<file path="src/rtl/shift_pkg.sv">
// ============================================================================
// Module      : shift_pkg
// Description : Shared constants and request type for the shift pipeline.
// Revision    : 1.0 - initial release
// ============================================================================
`default_nettype none

package shift_pkg;

   localparam int WIDTH   = 16;
   localparam int SHAMT_W = 4;

   localparam logic DIR_LEFT  = 1'b0;
   localparam logic DIR_RIGHT = 1'b1;

   typedef struct packed {
      logic [WIDTH-1:0]   a;
      logic               sel;
      logic [SHAMT_W-1:0] s;
   } shift_req_t;

endpackage

`default_nettype wire

</file>
<file path="src/rtl/shifter_core.sv">
// ============================================================================
// Module      : shifter_core
// Description : Combinational 16-bit logical left/right barrel shifter.
// Revision    : 1.0 - initial release
// ============================================================================
`default_nettype none

module shifter_core
   import shift_pkg::*;
(
   input  logic [WIDTH-1:0]   a,
   input  logic               sel,
   input  logic [SHAMT_W-1:0] s,
   output logic [WIDTH-1:0]   y
);

   logic [WIDTH-1:0] w_a_rev;
   logic [WIDTH-1:0] w_y_rev;
   logic [WIDTH-1:0] w_stage [SHAMT_W+1];

   // Right shifts reuse the left-shift network on a bit-reversed operand.
   always_comb begin
      w_a_rev = '0;
      for (int i = 0; i < WIDTH; i++) begin
         w_a_rev[i] = a[WIDTH-1-i];
      end
   end

   assign w_stage[0] = (sel == DIR_RIGHT) ? w_a_rev : a;

   for (genvar k = 0; k < SHAMT_W; k++) begin : g_stage
      assign w_stage[k+1] = s[k] ? (w_stage[k] << (1 << k)) : w_stage[k];
   end

   always_comb begin
      w_y_rev = '0;
      for (int i = 0; i < WIDTH; i++) begin
         w_y_rev[i] = w_stage[SHAMT_W][WIDTH-1-i];
      end
   end

   assign y = (sel == DIR_RIGHT) ? w_y_rev : w_stage[SHAMT_W];

endmodule

`default_nettype wire

</file>
<file path="src/rtl/shift_pipe_ctrl.sv">
// ============================================================================
// Module      : shift_pipe_ctrl
// Description : Two-stage valid/ready pipeline around the barrel shifter,
//               with completed-operation counter and zero flag.
// Revision    : 1.0 - initial release
// ============================================================================
`default_nettype none

module shift_pipe_ctrl #(
   parameter int WIDTH   = 16,
   parameter int SHAMT_W = 4,
   parameter int CNT_W   = 16
) (
   input  logic               clk,
   input  logic               rst_n,
   input  logic               flush,
   input  logic               in_valid,
   output logic               in_ready,
   input  logic [WIDTH-1:0]   in_a,
   input  logic               in_sel,
   input  logic [SHAMT_W-1:0] in_s,
   output logic               out_valid,
   input  logic               out_ready,
   output logic [WIDTH-1:0]   out_y,
   output logic               out_zero,
   output logic [CNT_W-1:0]   done_cnt,
   output logic               busy
);

   import shift_pkg::*;

   shift_req_t       r_s1_req;
   logic             r_s1_valid;
   logic [WIDTH-1:0] r_out_y;
   logic             r_out_zero;
   logic             r_out_valid;
   logic [CNT_W-1:0] r_done_cnt;

   logic             w_handoff;
   logic             w_s1_load;
   logic             w_s2_load;
   logic [WIDTH-1:0] w_shift_y;

   assign w_handoff = r_out_valid && out_ready;
   assign in_ready  = !flush && (!r_s1_valid || !r_out_valid || out_ready);
   assign w_s1_load = in_valid && in_ready;
   assign w_s2_load = r_s1_valid && (!r_out_valid || out_ready);

   shifter_core u_core (
      .a   (r_s1_req.a),
      .sel (r_s1_req.sel),
      .s   (r_s1_req.s),
      .y   (w_shift_y)
   );

   always_ff @(posedge clk or negedge rst_n) begin
      if (!rst_n) begin
         r_s1_valid <= 1'b0;
         r_s1_req   <= '0;
      end else begin
         if (flush) begin
            r_s1_valid <= 1'b0;
         end else if (w_s1_load) begin
            r_s1_valid <= 1'b1;
         end else if (w_s2_load) begin
            r_s1_valid <= 1'b0;
         end
         if (w_s1_load) begin
            r_s1_req <= '{a: in_a, sel: in_sel, s: in_s};
         end
      end
   end

   // Result data may load during a flush; out_valid masks it.
   always_ff @(posedge clk or negedge rst_n) begin
      if (!rst_n) begin
         r_out_valid <= 1'b0;
         r_out_y     <= '0;
         r_out_zero  <= 1'b0;
      end else begin
         if (flush) begin
            r_out_valid <= 1'b0;
         end else if (w_s2_load) begin
            r_out_valid <= 1'b1;
         end else if (w_handoff) begin
            r_out_valid <= 1'b0;
         end
         if (w_s2_load) begin
            r_out_y    <= w_shift_y;
            r_out_zero <= (w_shift_y == '0);
         end
      end
   end

   always_ff @(posedge clk or negedge rst_n) begin
      if (!rst_n) begin
         r_done_cnt <= '0;
      end else if (w_handoff) begin
         r_done_cnt <= r_done_cnt + 1'b1;
      end
   end

   assign out_valid = r_out_valid;
   assign out_y     = r_out_y;
   assign out_zero  = r_out_zero && r_out_valid;
   assign done_cnt  = r_done_cnt;
   assign busy      = r_s1_valid || r_out_valid;

endmodule

`default_nettype wire

</file>
<file path="config.mk">
export PLATFORM = sky130hd
export DESIGN_NAME = shift_pipe_ctrl
export DESIGN_NICKNAME = d
export VERILOG_FILES = /design/src/rtl/shift_pkg.sv /design/src/rtl/shifter_core.sv /design/src/rtl/shift_pipe_ctrl.sv
export SDC_FILE = /design/constraint.sdc
export NUM_CORES = 1
export LEC_CHECK = 0
export ABC_AREA = 0
export CORE_MARGIN = 4
export CORE_UTILIZATION = 53
export DETAILED_ROUTE_END_ITERATION = 16
export GPL_TIMING_DRIVEN = 1
export MAX_ROUTING_LAYER = met4
export PLACE_DENSITY = 0.81
export SYNTH_ARGS = -nofsm -noshare
export SYNTH_HDL_FRONTEND = slang
export SYNTH_SLANG_ARGS = --single-unit
</file>
<file path="constraint.sdc">
create_clock -name clk -period 3.1 [get_ports clk]
set_input_delay 0.62 -clock clk [delete_from_list [all_inputs] [get_ports clk]]
set_output_delay 0.62 -clock clk [all_outputs]
set_load 0.005 [all_outputs]
</file>
==> results.json, run 1 <==
{
  "status": "finished, final reports clean",
  "seqPwrFrac": 0.409,
  "layout-drive-gt1-share": 0.199,
  "worst_r2r_path_depth": 7,
  "syn-mean-instance-area_um2": 10.8,
  "clock_slew_seen_by_the_registers_of_the_worst_setup_and_hold_paths_ns": 0.11,
  "drt_drc_violations_left": 0,
  "layout-area-overhead-vs-synth_pct": 22.9,
  "p_int_w": 0.00162,
  "cp-startpoint": "r_s1_req[4]",
  "post-layout-total-power_w": 0.00249,
  "drt-pass1-iter-count": 4,
  "p_sw_frac": 0.350,
  "clock_tree_from_tritoncts": "built",
  "drtAntennaViolNets": 0,
  "globalRoute.totalOverflow": 0,
  "dp.final_hpwl_mm": 5.70,
  "vias_per_cell": 5.94,
  "max_clock_freq_ghz": 0.356,
  "reg2reg_slack_ns": 0.29,
  "rsz_0062_raised_after_global_routing": "false",
  "synth_edf_count": 0,
  "first_iter_violations": 152,
  "hold-worst-slack_ns": 0.223,
  "slew-limit-headroom": 0.572,
  "finalWirelength_mm": 7.48,
  "synth.yosys.warnings": 0,
  "total_routing_resource_utilization_after_global_routing": 0.215,
  "worst_path_max_fanout": 36,
  "nNetsFinal": 397,
  "post_dp_cell_area_um2": 4090,
  "cts-root-to-sink-buffers": 2,
  "synth_seq_cells": 56,
  "post-route-period-util": 0.906,
  "final_setup_fails": 0,
  "diodes": 0,
  "combinationalPowerShare": 0.426,
  "post_cts_resize_count": 0,
  "grt_antenna_before_repair": 0,
  "design.core.area_um2": 6060,
  "switch_pwr_w": 0.000870,
  "vias": 2648,
  "power_dens_cells_nw_per_um2": 595,
  "critical_path_class": "flip-flop to flip-flop",
  "synthCells": 314,
  "synth_area_um2": 3400,
  "numCtsBuffers": 5,
  "grt_first_pass_wirelength_mm": 12.7,
  "insertion_delay_ns": 0.31,
  "ys_types": 42,
  "tightestPinTransition_ns": 0.642,
  "critPathLaunchType": "flip-flop",
  "start_util": 0.562,
  "reg2reg_from": "r_s1_req[4]",
  "post_cts_hold_buffer_count": 0,
  "first_global_vias": 2658,
  "crit_path_end_kind": "flip-flop",
  "finalWeightedCongestion": 0.983,
  "rows": 28,
  "number_of_levels_the_h_tree_was_split_into": 2,
  "detail_route.wl_per_cell_um": 16.8,
  "type_of_the_most_critical_hold_path": "input pin to asynchronous set/reset pin",
  "post-route-min-period_ns": 2.81,
  "pwr-share-clk": 0.165,
  "synth-async-reset-ratio": 1.00,
  "grt_max_degree": 37,
  "report.final.slew_viol_count": 0,
  "clock_skew_ns": 0.00929,
  "setup-tns-final_ns": 0,
  "worst_ep_required_time_ns": 3.31,
  "count_of_buffers_from_port_buffering": 61,
  "peakVddDrop_uv": 422,
  "clkSinkCount": 56,
  "chipHeight_um": 88.1,
  "power_leakage_nw": 1.72,
  "postLayoutCellArea_um2": 4180,
  "cp_data_arrival_time_ns": 3.02,
  "register_area_share_after_synthesis": 0.412,
  "dieWidth_um": 88.1,
  "yosys_most_used_dff": "sky130_fd_sc_hd__dfrtp_1",
  "postCtsSetupBuffers": 0,
  "postSynthNetCount": 341,
  "timing.rr.end": "r_out_zero",
  "io-pin-count": 62,
  "drv.max_cap_violation_count": 0,
  "finalHoldViolCount": 0,
  "clk_root_buffer_cell": "sky130_fd_sc_hd__clkbuf_8",
  "die_area_um2": 7770
}
==> critical path: stages, from the launching register on <==
cell,delay (ns)
sky130_fd_sc_hd__dfrtp_1,0.44
sky130_fd_sc_hd__buf_12,0.26
sky130_fd_sc_hd__mux4_2,0.56
sky130_fd_sc_hd__mux4_2,0.49
sky130_fd_sc_hd__mux2_4,0.28
sky130_fd_sc_hd__a211oi_2,0.20
sky130_fd_sc_hd__nand4_1,0.13
sky130_fd_sc_hd__o41ai_2,0.34
==> layout make-up <==
cell class | count | area, um2
Tap cell | 75 | 93.8
Clock inverter | 3 | 22.5
Timing Repair Buffer | 69 | 678
Sequential cell | 56 | 1400
Multi-Input combinational cell | 232 | 1890
Fill cell | 478 | 1880
Clock buffer | 5 | 68.8
Inverter | 6 | 22.5
==> cell usage in the layout, fill, tap and decap left out, types with 11 or more instances in the layout <==
master	netlist	layout
sky130_fd_sc_hd__nor2_1	19	19
sky130_fd_sc_hd__nand2_1	45	45
sky130_fd_sc_hd__a21oi_1	12	12
sky130_fd_sc_hd__xnor2_1	11	11
sky130_fd_sc_hd__o21ai_1	16	16
sky130_fd_sc_hd__mux2_2	29	29
sky130_fd_sc_hd__clkdlybuf4s50_1	0	60
sky130_fd_sc_hd__mux4_2	22	22
sky130_fd_sc_hd__nand3_1	11	11
sky130_fd_sc_hd__dfrtp_1	56	56
==> logic make-up after synthesis <==
| group | synth area share |
|---|---|
| AO/OA/AOI/OAI | 0.109 |
| multiplexers | 0.277 |
| buffers and inverters | 0.0316 |
| XOR/XNOR | 0.0412 |
| AND/OR/NAND/NOR | 0.125 |
| flip-flops | 0.412 |
| adder cells (fa/ha/maj) | 0.00368 |
==> power by group through the flow <==
stage	combinational (W)	clock (W)	sequential, W
6_report	0.00106	0.000410	0.00102
5_1_grt	0.00116	0.000452	0.00104
4_1_cts	0.00106	0.000422	0.00102
3_5_place_dp	0.00105	0	0.00103
3_3_place_gp	0.00103	0	0.00102
2_1_floorplan	0.000690	0	0.000987
==> cells in the mapped netlist, drive strengths merged, types with 6 or more instances <==
master / n / area [um2]
a21oi: 12 / 60.1
clkbuf: 16 / 60.1
dfrtp: 56 / 1400
inv: 6 / 22.5
mux2: 30 / 342
mux2i: 8 / 80.1
mux4: 23 / 522
nand2: 45 / 169
nand3: 11 / 55.1
nor2: 19 / 71.3
o21ai: 19 / 95.1
xnor2: 11 / 96.3
==> how the worst max path moves through the flow <==
stage / to / slack, ns / cells after the start
finish: r_out_zero / 0.29 / 7
global route: r_out_zero / 0.16 / 7
CTS: r_out_zero / 0.28 / 7
detailed placement: r_out_zero / 0.31 / 7
global placement: r_out_zero / 0.40 / 7
floorplan: r_out_zero / 0.54 / 7
==> metrics by stage <==
step,utilization,cells,worst slack (ns)
after global routing,0.690,446,0.159
final,0.690,446,0.291
after CTS,0.690,446,0.284
after floorplan,-,314,0.541
after global placement,0.675,438,0.403
after detailed placement,0.675,438,0.307
==> state kept, by name, summed over array words and instances, names as in the netlist <==
register / count
done_cnt: 16
out_y: 16
out_valid: 1
r_s1_req: 21
r_s1_valid: 1
r_out_zero: 1
==> routing by layer <==
layer	share of wire	vias to the layer above	global-route usage	wire (um)
met1	0.43	1266	0.284	3240
met5	0	-	-	0
met4	0.018	0	0.0632	134
li1	-	1264	-	-
met3	0.066	10	0.0301	494
met2	0.48	108	0.347	3610
(Power assumes the default switching activity.)
==> run 2, diff against run 1 <==
CORE_UTILIZATION = 64   (was 53)
DONT_BUFFER_PORTS = 1   (was default)
PLACE_DENSITY = 0.8   (was 0.81)
==> results.json, run 2 (synthesized netlist as in run 1, its figures left out) <==
{
  "drv.max_cap_violation_count": 0,
  "vias_per_cell": 6.39,
  "nNetsFinal": 339,
  "m1WireLength_mm": 3.03,
  "layout_commonest_cell": "sky130_fd_sc_hd__dfrtp_1",
  "total_routing_resource_utilization_after_global_routing": 0.257,
  "critical_path_class": "flip-flop to flip-flop",
  "final_setup_fails": 0,
  "die_area_um2": 6550,
  "drt-pass1-iter-count": 4,
  "grt_max_degree": 57,
  "detail_route.wl_per_cell_um": 19.3,
  "critPathLaunchType": "flip-flop",
  "crit_path_end_kind": "flip-flop",
  "topRoutingLayerUsed": "met4",
  "power_leakage_nw": 1.52,
  "worst_r2r_path_depth": 7,
  "post_cts_hold_buffer_count": 1,
  "largest_register_ffs": 21,
  "post_dp_cell_area_um2": 3480,
  "postCtsSetupBuffers": 0,
  "layout-drive-gt1-share": 0.243,
  "cp_data_arrival_time_ns": 2.96,
  "clock_tree_from_tritoncts": "built",
  "worst_path_max_fanout": 8,
  "grt_antenna_before_repair": 0,
  "drtAntennaViolNets": 0,
  "peakVddDrop_uv": 455,
  "max_flop_register": "r_s1_req",
  "count_of_buffers_from_port_buffering": 0,
  "clock_skew_ns": 0.0126,
  "finalWeightedCongestion": 0.904,
  "clock_slew_seen_by_the_registers_of_the_worst_setup_and_hold_paths_ns": 0.11,
  "layout-area-overhead-vs-synth_pct": 6.47,
  "first_iter_violations": 220,
  "rsz_0062_raised_after_global_routing": "false",
  "timing.rr.end": "r_out_zero",
  "setup-tns-final_ns": 0,
  "reg2reg_slack_ns": 0.36,
  "grt_first_pass_wirelength_mm": 12.3,
  "post_cts_resize_count": 0,
  "dieWidth_um": 80.9,
  "insertion_delay_ns": 0.32,
  "type_of_the_most_critical_hold_path": "input pin to asynchronous set/reset pin",
  "clk_root_buffer_cell": "sky130_fd_sc_hd__clkbuf_8",
  "status": "finished, final reports clean",
  "slew-limit-headroom": 0.546,
  "finalWirelength_mm": 7.39,
  "post-route-period-util": 0.883,
  "vias": 2446,
  "clkSinkCount": 56,
  "dp.final_hpwl_mm": 5.44,
  "numCtsBuffers": 5,
  "rows": 26,
  "power_dens_cells_nw_per_um2": 657,
  "finalHoldViolCount": 0,
  "drt_drc_violations_left": 0,
  "tightestPinTransition_ns": 0.681,
  "first_global_vias": 2450,
  "diodes": 0,
  "max_clock_freq_ghz": 0.365,
  "reg2reg_from": "r_s1_req[4]",
  "io-pin-count": 62,
  "report.final.slew_viol_count": 0,
  "design.core.area_um2": 5140,
  "detailroute.wirelength.met2_mm": 3.56,
  "start_util": 0.662,
  "worst_ep_required_time_ns": 3.32,
  "number_of_levels_the_h_tree_was_split_into": 2,
  "mostFrequentLayoutCells": "sky130_fd_sc_hd__dfrtp_1 (56), sky130_fd_sc_hd__nand2_1 (45), sky130_fd_sc_hd__mux2_2 (29), sky130_fd_sc_hd__mux4_2 (22), sky130_fd_sc_hd__nor2_1 (19)",
  "post-route-min-period_ns": 2.74,
  "globalRoute.totalOverflow": 0,
  "post-layout-total-power_w": 0.00238,
  "sum_of_met3_wire_segment_lengths_after_detailed_routing_um": 532,
  "chipHeight_um": 80.9,
  "cts-root-to-sink-buffers": 2,
  "postLayoutCellArea_um2": 3620
}
==> run 2: metal layers <==
metal,vias up,track usage
met1,1164,0.322
met3,22,0.0565
li1,1146,-
met5,-,-
met2,114,0.414
met4,0,0.0946
==> run 2: how the worst max path moves through the flow <==
stage                startpoint    endpoint  slack (ns)
floorplan           r_s1_req[0]  r_out_zero        0.54
global placement    r_s1_req[4]  r_out_zero        0.48
detailed placement  r_s1_req[4]  r_out_zero        0.37
CTS                 r_s1_req[4]  r_out_zero        0.37
global route        r_s1_req[4]  r_out_zero        0.23
finish              r_s1_req[4]  r_out_zero        0.36
==> run 2: final cells by class <==
class	count	area [um2]
inverters	6	22.5
fillers	390	1520
clock buffers	5	68.8
repair buffers	11	103
flip-flops and latches	56	1400
multi-input cells	232	1890
clock inverters	3	46.3
well taps	70	87.6
==> run 2: critical path, cell delays in order, from the launching register on <==
cell and delay [ns]:
sky130_fd_sc_hd__dfrtp_1 0.42, sky130_fd_sc_hd__buf_4 0.23, sky130_fd_sc_hd__mux4_2 0.53, sky130_fd_sc_hd__mux4_2 0.51, sky130_fd_sc_hd__mux2_4 0.29, sky130_fd_sc_hd__a211oi_2 0.19, sky130_fd_sc_hd__nand4_1 0.13, sky130_fd_sc_hd__o41ai_2 0.35
==> run 2: where the power goes <==
group	switching, W	internal [W]
sequential	0.000176	0.000864
clock	0.000249	0.000245
combinational	0.000427	0.000419
total	0.000853	0.00153
==> run 2: stage by stage <==
stage                     worst slack, ns  hold slack (ns)  instances  utilization
final                               0.363            0.142        383        0.705
after global routing                0.226            0.161        383        0.705
after CTS                           0.365            0.153        383        0.705
after detailed placement            0.371            0.326        374        0.677
after global placement              0.485            0.326        374        0.677
after floorplan                     0.541            0.324        314            -
==> run 3, diff against run 2 <==
SLEW_MARGIN = 0   (was default)
==> results of run 3 <==
No change in the layout: final DEF, timing and power equal those of run 2.
